[config.mk]
export PLATFORM = sky130hd
export DESIGN_NAME = sram_fetch_ctrl_flat
export DESIGN_NICKNAME = d
export VERILOG_FILES = /design/src/rtl/sram_fetch_ctrl_pkg.sv /design/src/rtl/sram_fetch_ctrl_if.sv /design/src/rtl/sram_fetch_ctrl_tag_pipe.sv /design/src/rtl/sram_fetch_ctrl.sv /design/src/flat_wrapper.sv
export SDC_FILE = /design/constraint.sdc
export NUM_CORES = 1
export LEC_CHECK = 0
export CORE_ASPECT_RATIO = 0.9
export CORE_MARGIN = 4
export CORE_UTILIZATION = 30
export CTS_BUF_LIST = sky130_fd_sc_hd__clkbuf_4 sky130_fd_sc_hd__clkbuf_8
export CTS_CLUSTER_DIAMETER = 40
export DETAILED_ROUTE_END_ITERATION = 6
export SYNTH_ARGS = -nofsm -noshare
export SYNTH_HDL_FRONTEND = slang
export SYNTH_SLANG_ARGS = --single-unit
[constraint.sdc]
create_clock -name clk -period 3.2 [get_ports clk]
set_input_delay 0.96 -clock clk [delete_from_list [all_inputs] [get_ports clk]]
set_output_delay 0.96 -clock clk [all_outputs]
set_load 0.01 [all_outputs]
[src/rtl/sram_fetch_ctrl_pkg.sv]
// Shared fetch types: region sizes, controller states, in-flight tag.
// Imported by the fetch controller and the SRAM buffer stage.
package sram_pkg;

  localparam int IMG_WORDS = 64;
  localparam int WGT_WORDS = 1024;

  typedef enum logic [2:0] {
    IDLE,
    RD_IMG,
    RD_WGT,
    DRAIN,
    DONE
  } fetch_state_t;

  typedef struct packed {
    logic       valid;
    logic       is_wgt;
    logic [9:0] idx;
  } fetch_tag_t;

endpackage

[src/rtl/sram_fetch_ctrl_if.sv]
// SRAM read port plus the tagged word stream toward the buffer.
// master = fetch controller, slave = SRAM model / buffer side.
interface sram_fetch_if #(
  parameter int ADDR_W = 16
);
  logic              sram_ren;
  logic [ADDR_W-1:0] sram_addr;
  logic [15:0]       sram_rdata;
  logic              out_valid;
  logic [15:0]       out_data;
  logic [9:0]        out_idx;
  logic              out_is_wgt;

  modport master (
    output sram_ren,
    output sram_addr,
    input  sram_rdata,
    output out_valid,
    output out_data,
    output out_idx,
    output out_is_wgt
  );

  modport slave (
    input  sram_ren,
    input  sram_addr,
    output sram_rdata,
    input  out_valid,
    input  out_data,
    input  out_idx,
    input  out_is_wgt
  );
endinterface

[src/rtl/sram_fetch_ctrl_tag_pipe.sv]
// Delay line that carries issue tags alongside the SRAM read latency.
// empty_o tells the controller no read is still in flight.
module sram_tag_pipe
  import sram_pkg::*;
#(
  parameter int DEPTH = 2
) (
  input  logic       clk,
  input  logic       n_rst,
  input  fetch_tag_t tag_i,
  output fetch_tag_t tail_o,
  output logic       empty_o
);

  fetch_tag_t pipe_q [DEPTH];

  always_ff @(posedge clk or negedge n_rst) begin
    if (!n_rst) begin
      for (int i = 0; i < DEPTH; i++) begin
        pipe_q[i] <= '0;
      end
    end else begin
      pipe_q[0] <= tag_i;
      for (int i = 1; i < DEPTH; i++) begin
        pipe_q[i] <= pipe_q[i-1];
      end
    end
  end

  always_comb begin
    empty_o = 1'b1;
    for (int i = 0; i < DEPTH; i++) begin
      if (pipe_q[i].valid) empty_o = 1'b0;
    end
  end

  assign tail_o = pipe_q[DEPTH-1];

endmodule

[src/rtl/sram_fetch_ctrl.sv]
// Streams the image then the weight set out of SRAM, one read
// per cycle, tagging each returned word with region and index.
module sram_fetch_ctrl
  import sram_pkg::*;
#(
  parameter int              ADDR_W   = 16,
  parameter logic [ADDR_W-1:0] IMG_BASE = '0,
  parameter logic [ADDR_W-1:0] WGT_BASE = ADDR_W'(64),
  parameter int              RD_LAT   = 2
) (
  input  logic        clk,
  input  logic        n_rst,
  input  logic        start_sram,
  sram_fetch_if.master bus,
  output logic        sram_done,
  output logic        busy
);

  fetch_state_t state_q, state_d;
  logic [9:0]   cnt_q, cnt_d;
  fetch_tag_t   tag_in, tail;
  logic         pipe_empty;
  logic         issue;
  logic         in_wgt;

  logic         out_valid_q;
  logic         out_is_wgt_q;
  logic [9:0]   out_idx_q;
  logic [15:0]  out_data_q;

  always_ff @(posedge clk or negedge n_rst) begin
    if (!n_rst) begin
      state_q <= IDLE;
      cnt_q   <= '0;
    end else begin
      state_q <= state_d;
      cnt_q   <= cnt_d;
    end
  end

  always_comb begin
    state_d = state_q;
    cnt_d   = cnt_q;
    unique case (state_q)
      IDLE: begin
        if (start_sram) begin
          state_d = RD_IMG;
          cnt_d   = '0;
        end
      end
      RD_IMG: begin
        if (cnt_q == 10'(IMG_WORDS - 1)) begin
          state_d = RD_WGT;
          cnt_d   = '0;
        end else begin
          cnt_d = cnt_q + 10'd1;
        end
      end
      RD_WGT: begin
        if (cnt_q == 10'(WGT_WORDS - 1)) begin
          state_d = DRAIN;
          cnt_d   = '0;
        end else begin
          cnt_d = cnt_q + 10'd1;
        end
      end
      DRAIN: begin
        if (pipe_empty) state_d = DONE;
      end
      DONE: state_d = IDLE;
      default: state_d = IDLE;
    endcase
  end

  assign in_wgt = (state_q == RD_WGT);
  assign issue  = (state_q == RD_IMG) || in_wgt;

  // Address is forced to zero whenever no read is issued.
  always_comb begin
    bus.sram_ren  = issue;
    bus.sram_addr = '0;
    if (issue) begin
      bus.sram_addr = (in_wgt ? WGT_BASE : IMG_BASE)
                    + ADDR_W'(cnt_q);
    end
  end

  always_comb begin
    tag_in = '0;
    if (issue) begin
      tag_in.valid  = 1'b1;
      tag_in.is_wgt = in_wgt;
      tag_in.idx    = cnt_q;
    end
  end

  sram_tag_pipe #(
    .DEPTH (RD_LAT)
  ) u_tag_pipe (
    .clk     (clk),
    .n_rst   (n_rst),
    .tag_i   (tag_in),
    .tail_o  (tail),
    .empty_o (pipe_empty)
  );

  // Tail tag lines up with sram_rdata; both are registered together.
  always_ff @(posedge clk or negedge n_rst) begin
    if (!n_rst) begin
      out_valid_q  <= 1'b0;
      out_is_wgt_q <= 1'b0;
      out_idx_q    <= '0;
      out_data_q   <= '0;
    end else begin
      out_valid_q  <= tail.valid;
      out_is_wgt_q <= tail.is_wgt;
      out_idx_q    <= tail.idx;
      out_data_q   <= tail.valid ? bus.sram_rdata : 16'h0000;
    end
  end

  assign bus.out_valid  = out_valid_q;
  assign bus.out_is_wgt = out_is_wgt_q;
  assign bus.out_idx    = out_idx_q;
  assign bus.out_data   = out_data_q;

  assign sram_done = (state_q == DONE);
  assign busy      = (state_q != IDLE);

endmodule

[src/flat_wrapper.sv]
// flat-port wrapper written by rule: the top's interface ports become plain ports
module sram_fetch_ctrl_flat import sram_pkg::*;
#(
  parameter int              ADDR_W   = 16,
  parameter logic [ADDR_W-1:0] IMG_BASE = '0,
  parameter logic [ADDR_W-1:0] WGT_BASE = ADDR_W'(64),
  parameter int              RD_LAT   = 2
)
  (clk, n_rst, start_sram, sram_done, busy, bus_sram_ren, bus_sram_addr, bus_sram_rdata, bus_out_valid, bus_out_data, bus_out_idx, bus_out_is_wgt);
  sram_fetch_if #(.ADDR_W(ADDR_W)) bus_i ();
  input  logic clk;
  input  logic n_rst;
  input  logic start_sram;
  output logic sram_done;
  output logic busy;
  output wire logic [$bits(bus_i.sram_ren)-1:0] bus_sram_ren;
  output wire logic [$bits(bus_i.sram_addr)-1:0] bus_sram_addr;
  input wire logic [$bits(bus_i.sram_rdata)-1:0] bus_sram_rdata;
  output wire logic [$bits(bus_i.out_valid)-1:0] bus_out_valid;
  output wire logic [$bits(bus_i.out_data)-1:0] bus_out_data;
  output wire logic [$bits(bus_i.out_idx)-1:0] bus_out_idx;
  output wire logic [$bits(bus_i.out_is_wgt)-1:0] bus_out_is_wgt;
  assign bus_sram_ren = bus_i.sram_ren;
  assign bus_sram_addr = bus_i.sram_addr;
  assign bus_i.sram_rdata = bus_sram_rdata;
  assign bus_out_valid = bus_i.out_valid;
  assign bus_out_data = bus_i.out_data;
  assign bus_out_idx = bus_i.out_idx;
  assign bus_out_is_wgt = bus_i.out_is_wgt;
  sram_fetch_ctrl #(.ADDR_W(ADDR_W), .IMG_BASE(IMG_BASE), .WGT_BASE(WGT_BASE), .RD_LAT(RD_LAT)) u_core (.clk(clk), .n_rst(n_rst), .start_sram(start_sram), .bus(bus_i), .sram_done(sram_done), .busy(busy));
endmodule
; ---- Word level (Yosys, flattened, before mapping)
; Index checks and enable logic that the tools add are counted.
[classes]
mux = 15
eq_ne = 10
reduce_logical = 6
add_sub_neg = 2
[op_table]
columns = operator, n
row1 = $mux 16, 2
row2 = $mux 10, 3
row3 = $pmux 10 s3, 1
row4 = $add 16x10->16, 1
row5 = $mux 12, 1
row6 = $mux 3, 4
row7 = $pmux 3 s4, 1
row8 = $add 10x1->10 const B, 1
row9 = $eq 10x10->1 const B, 1
row10 = $eq 10x6->1 const B, 1
row11 = $mux 7, 1
row12 = $eq 3x2->1 const B, 2
row13 = $reduce_bool 3->1, 2
row14 = $ne 2x1->1 const B, 2
row15 = $ne 2x2->1 const B, 2
row16 = $reduce_and 4->1, 1
row17 = $eq 3x1->1 const B, 1
row18 = $eq 3x3->1 const B, 1
row19 = $logic_not 3->1, 1
row20 = $mux 1, 2
row21 = $reduce_and 2->1, 1
row22 = $logic_or 1x1->1, 1
[word_totals]
register_bits = 65
output_inout_bits = 47
word_cells = 45

; ---- Depth between registers and ports, before layout
[depth]
word_depth = 4
ltp_mapped = 8

; ---- Modules after synthesis
; A second synthesis with hierarchy kept.
[hier_totals]
cells_unflattened = 203
area_unflattened_um2 = 2526.2
[by_module_without_submodules]
columns = module, cells_each, area_each_um2, n_inst
row1 = sram_fetch_ctrl, 166, 1831.8, 1
row2 = sram_tag_pipe, 37, 694.4, 1

; ---- Least setup slack after synthesis
; Ideal clock, no wire load.
[synth_timing]
path_type = register to output
start = reg u_core.state_q[1]
end = out bus_sram_addr[5]
arrival_ps = 1689
slack_ps = 551
stages_incl_launch_ff = 8
n_path_buf = 3
cell_sequence = dfrtp_1 -> clkbuf_1 -> or3b_2 -> nor2b_1 -> inv_1 -> buf_2 -> and2_1 -> buf_4
[synth_between]
elab_chain_len = 3
elab_cells_between_ends = 4
classes_between = eq/ne: 2 / mux: 1 / reduce/logical: 1
[synth_lines]
columns = item, line_no
row1 = start: declaration, sram_fetch_ctrl.sv:19  ; fetch_state_t state_q, state_d;
row2 = start signal: assignment, sram_fetch_ctrl.sv:36  ; state_q <= state_d;
row3 = $eq 3x1->1 / $eq 3x2->1 (equally long branches), "sram_fetch_ctrl.sv:76, sram_fetch_ctrl.sv:75"
row4 = $logic_or 1x1->1 *, sram_fetch_ctrl.sv:76  ; assign issue = (state_q == RD_IMG) || in_wgt;
row5 = named net bus_sram_ren, flat_wrapper.sv:16  ; output wire logic [$bits(bus_i.sram_ren)-1:0] bus_sram_ren;
row6 = $mux 16 *, sram_fetch_ctrl.sv:82  ; if (issue) begin
row7 = end: declaration, flat_wrapper.sv:17  ; output wire logic [$bits(bus_i.sram_addr)-1:0] bus_sram_addr;
; The timed path passes the listed nets; every way through them passes the cells marked *.

; ---- Worst setup path in the final report
[layout_timing]
start = reg u_core.state_q[1]
end = out bus_sram_addr[2]
[layout_between]
elab_chain_len = 3
elab_cells_between_ends = 4
classes_between = eq/ne: 2 / mux: 1 / reduce/logical: 1
[layout_lines]
columns = item, line_no
row1 = $eq 3x1->1 / $eq 3x2->1 (equally long branches), "sram_fetch_ctrl.sv:76, sram_fetch_ctrl.sv:75"
row2 = $logic_or 1x1->1 *, sram_fetch_ctrl.sv:76
row3 = $mux 16 *, sram_fetch_ctrl.sv:82
; Mark *: on every way between the ends. The rest lies on a longest branch, timed or not.

==> results.md <==
* Non-filler cells, final at around 350
* Layout Skew at between 0.005 and 0.006 ns
* Worst hold path type: flip-flop to flip-flop
* DRT iter0 DRCs at 67
* Clock tree buffer depth at 2
* Crit. End Element: output port
* Post-synthesis mux area share at 0.00468
* Die area at 0.00953 sq mm
* CP Class: flip-flop to output port
* Share of cells above drive strength 1 at 0.112
* Post-layout minimum cycle time at 3.09 ns
* Synth unique cells at 40
* Clock-pin slew on the worst setup and hold paths at about 0.070 ns
* Yosys synthesis warning count at 0
* CP max FO at 6
* Initial DRT Pass Iterations at 5
* GRT Util Overall at 0.104
* Synth Area in Adders at 0.0156
* Clock root cell: clkbuf_8
* Worst r2r src: u_core.cnt_q[0]
* RSZ-0062 raised after global routing: false
* Placer Congestion at roughly 0.8
* Synthesis-to-finish area growth at 35.4%
* Ys async rst share at 1.00
* Worst hold stages at 0
* Fin. max-slew vios at 0
* Vias per cell at around 4.4
* GR peak layer: met2
* Max Cap Violations at 0
* Critical Path AT at ~2.1 ns
* Hpwl dp at 3220 um
* CP Launch Point: u_core.state_q[1]
* Post-synthesis simple-gate area fraction at 0.163
* # H-tree levels at 3
* VDD IR-drop max at 0.000192 V
* # clock sinks at 65
* Area taken by multi-input logic gates at ~640 sq um
* Post-synthesis cell count at 194
* Cts repair resizes at 9
* Diode count at 0
* Starting Density at 0.313
* Filler cells at 721
* Top-area cell type share of the netlist area at 0.675
* Synth top area cells: dfrtp_1, and2_1, buf_4
* Post-route cell area at roughly 0.0033 sq mm
* Status: finished, final reports clean
* Final TNS setup at 0 ns
* Compound-Gate Fraction of Synth Area at 0.0681
* Final Cycle Share at 0.964
* Hold_buf cts at 0
* Die H at ~93 um
* FP Rows at 30
* Core area at between 0.007 and 0.008 sq mm
* Synth Register Bits at 65
* GR Overflow Total at 0
* CTS tree: built
* Cts bufs inserted at 9
* Sequential area share after synthesis at 0.675
* Hold slack at ~0.35 ns
* GR Util met1 at 0.130
* Setup bufs post-CTS at 0
* Leakage Power at 0.00151 uW
* Power Density at between 400 and 500 mW/mm^2
* Yosys top cell by area: dfrtp_1
* Post-DP Area at ~0.003 sq mm
* Hold Path Origin: u_core.u_tag_pipe.tail_o[4]
* Met2 Track Usage GR at 0.155
* Worst Path Required at 2.24 ns
* Number of flops mapped to enable cells by yosys at 0
* Post-route ant nets at 0
* Clk Latency, worst-skew pair at 0.33 ns
* Vias in the first global route at between 1500 and 2000
* Crit start category: flip-flop
* Wirelength per Cell at 12.8 um
* DRC at 0
* Placed cells at between 300 and 400
* FF/Latch Area at 0.00163 sq mm
* Net count, final at 275
* Io pins at 66
* Final core utilization at 0.424
* Port Buffer Count at 60
* Hold Vio Cnt, Final at 0
* Count of final setup violators at 0
* Worst Max-Slew Pin Slew at approximately 0.84 ns
* Syn avg cell area at 12.4 sq um
* Ys flop type: dfrtp_1
* Initial antenna violation count at 0
* Die width at around 100 um
* Post-Syn Area at between 0.002 and 0.0025 sq mm
* Largest net degree at the start of global routing at 37
* Largest family of logic cells by synthesized area: simple AND/OR/NAND/NOR gates
* Via count at roughly 1500
* Post-Synth XOR/XNOR Area at 0.00727
* Max Fclk at about 320 MHz
* R2R depth at 6
* Global-route wire length before repair at ~7600 um
* Routed WL at ~4500 um
* Routing usage on met3 at 0.0276
* Slew Limit Headroom at 0.443
-- worst paths after layout --
path	endpoint	slack [ns]
max	bus_sram_addr[2]	0.11
min	u_core.bus.out_idx[4]	0.35
max reg2reg	u_core.cnt_q[5]	0.89
min reg2reg	u_core.bus.out_idx[4]	0.35
max in group asynchronous	u_core.bus.out_idx[9]	1.90
min in group asynchronous	u_core.cnt_q[0]	0.67
-- per-layer routing --
layer / up-vias / wire length (um)
li1: 747 / -
met1: 740 / 1990
met2: 51 / 2140
met3: 9 / 285
met4: 0 / 119
met5: - / 0
-- cells in the mapped netlist (all sizes together) (2+ instances only) --
cell / instances
a21o: 3
a21oi: 7
a22o: 2
and2: 25
and4: 2
buf: 18
clkbuf: 4
dfrtp: 65
ha: 3
inv: 6
nand2: 8
nand2b: 2
nand3: 9
nor2: 11
nor4: 2
o21ai: 3
o31ai: 2
or3: 2
or4: 2
-- worst max-delay path, cell delays in order (launching register included) --
cell             delay [ns]
dfrtp_1                0.39
or3b_2                 0.49
nor2b_2                0.20
nor2_1                 0.14
clkdlybuf4s50_1        0.57
-- stage by stage --
stage / worst slack (ns) / power, uW
after floorplan: 0.551 / 870
after global placement: 0.244 / 926
after detailed placement: 0.185 / 927
after CTS: 0.0400 / 1630
after global routing: 0.0121 / 1680
final: 0.115 / 1600
-- cells in the final DEF, fill, tap and decap left out, types with 3 or more instances in the layout --
cell,instances
a21o_1,3
nand3_1,9
inv_1,6
clkbuf_8,9
dfrtp_1,65
a21oi_1,7
nand2_1,8
clkdlybuf4s50_1,49
ha_1,3
buf_4,5
conb_1,5
and2_1,25
nor2_1,11
o21ai_0,3
dlygate4sd2_1,8
-- final cells by class --
| type | count | share of cell area |
|---|---|---|
| clock buffers | 9 | 0.0380 |
| clock inverters | 7 | 0.0238 |
| inverters | 6 | 0.00690 |
| multi-input cells | 105 | 0.197 |
| flip-flops and latches | 65 | 0.499 |
| well taps | 96 | 0.0368 |
| repair buffers | 66 | 0.199 |
-- cell families after synthesis --
kind of cell	Yosys count
muxes	1
other	1
and+or+nand+nor	70
AOI/OAI and AO/OA	24
adders and majority gates	3
xor gates and xnor gates	2
DFF	65
buffers and inverters	28
-- sequential cells by signal (all words and copies together) (netlist names) --
| register | cells |
|---|---|
| u_core.u_tag_pipe.tail_o | 12 |
| u_core.cnt_q | 10 |
| u_core.bus.out_valid | 1 |
| u_core.u_tag_pipe.pipe_q | 12 |
| u_core.bus.out_data | 16 |
| u_core.state_q | 3 |
| u_core.bus.out_idx | 10 |
| u_core.bus.out_is_wgt | 1 |
-- power breakdown --
| group | internal (uW) | switching (uW) |
|---|---|---|
| clock | 366 | 330 |
| combinational | 43.0 | 32.4 |
| sequential | 831 | 2.23 |
| total | 1240 | 365 |
No activity file was read; power rests on OpenSTA's default activity.
==> RTL edit (config.mk and constraints unchanged) <==
Re-encode `fetch_state_t` (5 states) as one-hot, 5 bits wide.
--- a/src/rtl/sram_fetch_ctrl_pkg.sv
+++ b/src/rtl/sram_fetch_ctrl_pkg.sv
@@ -5,12 +5,12 @@
   localparam int IMG_WORDS = 64;
   localparam int WGT_WORDS = 1024;
 
-  typedef enum logic [2:0] {
-    IDLE,
-    RD_IMG,
-    RD_WGT,
-    DRAIN,
-    DONE
+  typedef enum logic [4:0] {
+    IDLE   = 5'b00001,
+    RD_IMG = 5'b00010,
+    RD_WGT = 5'b00100,
+    DRAIN  = 5'b01000,
+    DONE   = 5'b10000
   } fetch_state_t;
 
   typedef struct packed {
Formal check against the unedited RTL: same outputs for any inputs over 10 cycles, from zero or initial values and one cycle with n_rst low; not proved beyond that.
==> RTL edit against the unedited design <==
Utilization decreased by 0.50 points. Via count up 9.2%. Largest cell class unchanged. Hold slack got worse by 2.8 ps. Highest routed layer unchanged. Sequential cell count increased by 2. Setup slack worse by 42 ps. Critical path type unchanged. Die area is 4.0% higher. Area after synthesis is 4.4% higher. Final area is 4.1% higher. Routed wire length is 13% higher.
Power is not compared: it rests on default switching activity, and its combinational part moved more than twofold at a synthesized area within 25%.
==> RTL edit: results (changes against the unedited design) <==
- Run status: finished clean
- Synthesized-area fraction occupied by ao, oa, aoi and oai cells: 6.82% (+0.014 points)
- Final net count: 295 (+7.3%)
- Met1 wire length: 2410 um (+21%)
- Cell types occupying the most area after synthesis: sky130_fd_sc_hd__dfrtp_1 66%, sky130_fd_sc_hd__and2_1 7.5%, sky130_fd_sc_hd__buf_4 3.3%, sky130_fd_sc_hd__nor2_1 2.1%, sky130_fd_sc_hd__nand3_1 2.0%
- Hold Path Sink: u_core.bus.out_is_wgt
- Register-to-register setup slack: 1020 ps (+130 ps)
- Sequential area share after synthesis: 66.7% (-0.78 points)
- Met2 wire len: 2370 um (+11%)
- Met1 usage in global routing: 14.2% (+1.1 points)
- Half-perimeter wire length of the detailed placement result: 3570 um (+11%)
- Final hold slack: 345 ps (-2.77 ps)
- First-pass iteration count of the detailed router: 4 (-1)
- Final estimated routing congestion in global placement: 0.863 (+6.3%)
- Adder-cell share of the synthesized area: 1.49% (-0.065 points)
- Detail-routed net length per standard cell: 13.6 um (+5.9%)
- Fraction of final layout cells sized beyond drive strength 1: 14.0% (+2.8 points)
- Most common library cells after synthesis: 66 x sky130_fd_sc_hd__dfrtp_1, 30 x sky130_fd_sc_hd__and2_1, 14 x sky130_fd_sc_hd__nor2_1
- Global-route wire length before repair: 8440 um (+11%)
- Pin count of the biggest net entering global routing: 33 (-11%)
- Final Skew: 8.94 ps (+3.42 ps)
- Post-Place Worst Slack: 233 ps (+48.4 ps)
- GRT Total Usage: 11.0% (+0.62 points)
- XOR/XNOR share of the synthesized area: 1.05% (+0.32 points)
- Startpoint of the tightest hold check path: u_core.u_tag_pipe.tail_o[10]
- Via Count: 1689 (+9.2%)
- Met2 capacity usage during global routing: 16.7% (+1.2 points)
- Post-placement cell area: 3180 um^2 (+3.8%)
RTL edit: repair_timing:
item,in CTS,in global routing
hold endpoints to repair,0,0
setup endpoints to repair,11,1
gates resized for setup,15,0
setup buffers,2,2
RTL edit: layout make-up:
type,instances,area [um^2]
Tap cell,99,124
Inverter,4,15.0
Sequential cell,67,1680
Clock inverter,7,68.8
Clock buffer,9,124
Multi-Input combinational cell,120,719
Fill cell,784,4710
Timing Repair Buffer,71,664
RTL edit: worst max-delay path, delay by kind of cell, from the launching register on:
family | cells | cell delay (ps)
flip-flops | 1 | 450
buffers and inverters | 3 | 800
XOR/XNOR | 1 | 150
AND/OR/NAND/NOR | 1 | 430
RTL edit: how the worst max path moves through the flow:
stage / start / end / slack (ps) / depth (start not counted)
floorplan: u_core.state_q[2] / bus_sram_addr[4] / 560 / 8
global placement: u_core.state_q[2] / bus_sram_addr[1] / 270 / 6
detailed placement: u_core.state_q[2] / bus_sram_addr[1] / 230 / 6
CTS: u_core.state_q[1] / bus_sram_ren / 80 / 5
global route: u_core.state_q[1] / bus_sram_ren / -5 / 5
finish: u_core.state_q[1] / bus_sram_ren / 70 / 5
RTL edit: metrics by stage:
stage / power, W / util [%]
2_1_floorplan: 0.00133 / -
4_1_cts: 0.00232 / 41.7
3_3_place_gp: 0.00160 / 39.2
3_5_place_dp: 0.00162 / 39.2
6_report: 0.00230 / 41.9
5_1_grt: 0.00244 / 41.9
RTL edit: power by group through the flow:
stage	logic [W]	clock network, W	registers (W)
2_1_floorplan	0.000278	0	0.00105
3_3_place_gp	0.000564	0	0.00104
3_5_place_dp	0.000575	0	0.00105
4_1_cts	0.000590	0.000700	0.00103
5_1_grt	0.000645	0.000742	0.00105
6_report	0.000595	0.000673	0.00103
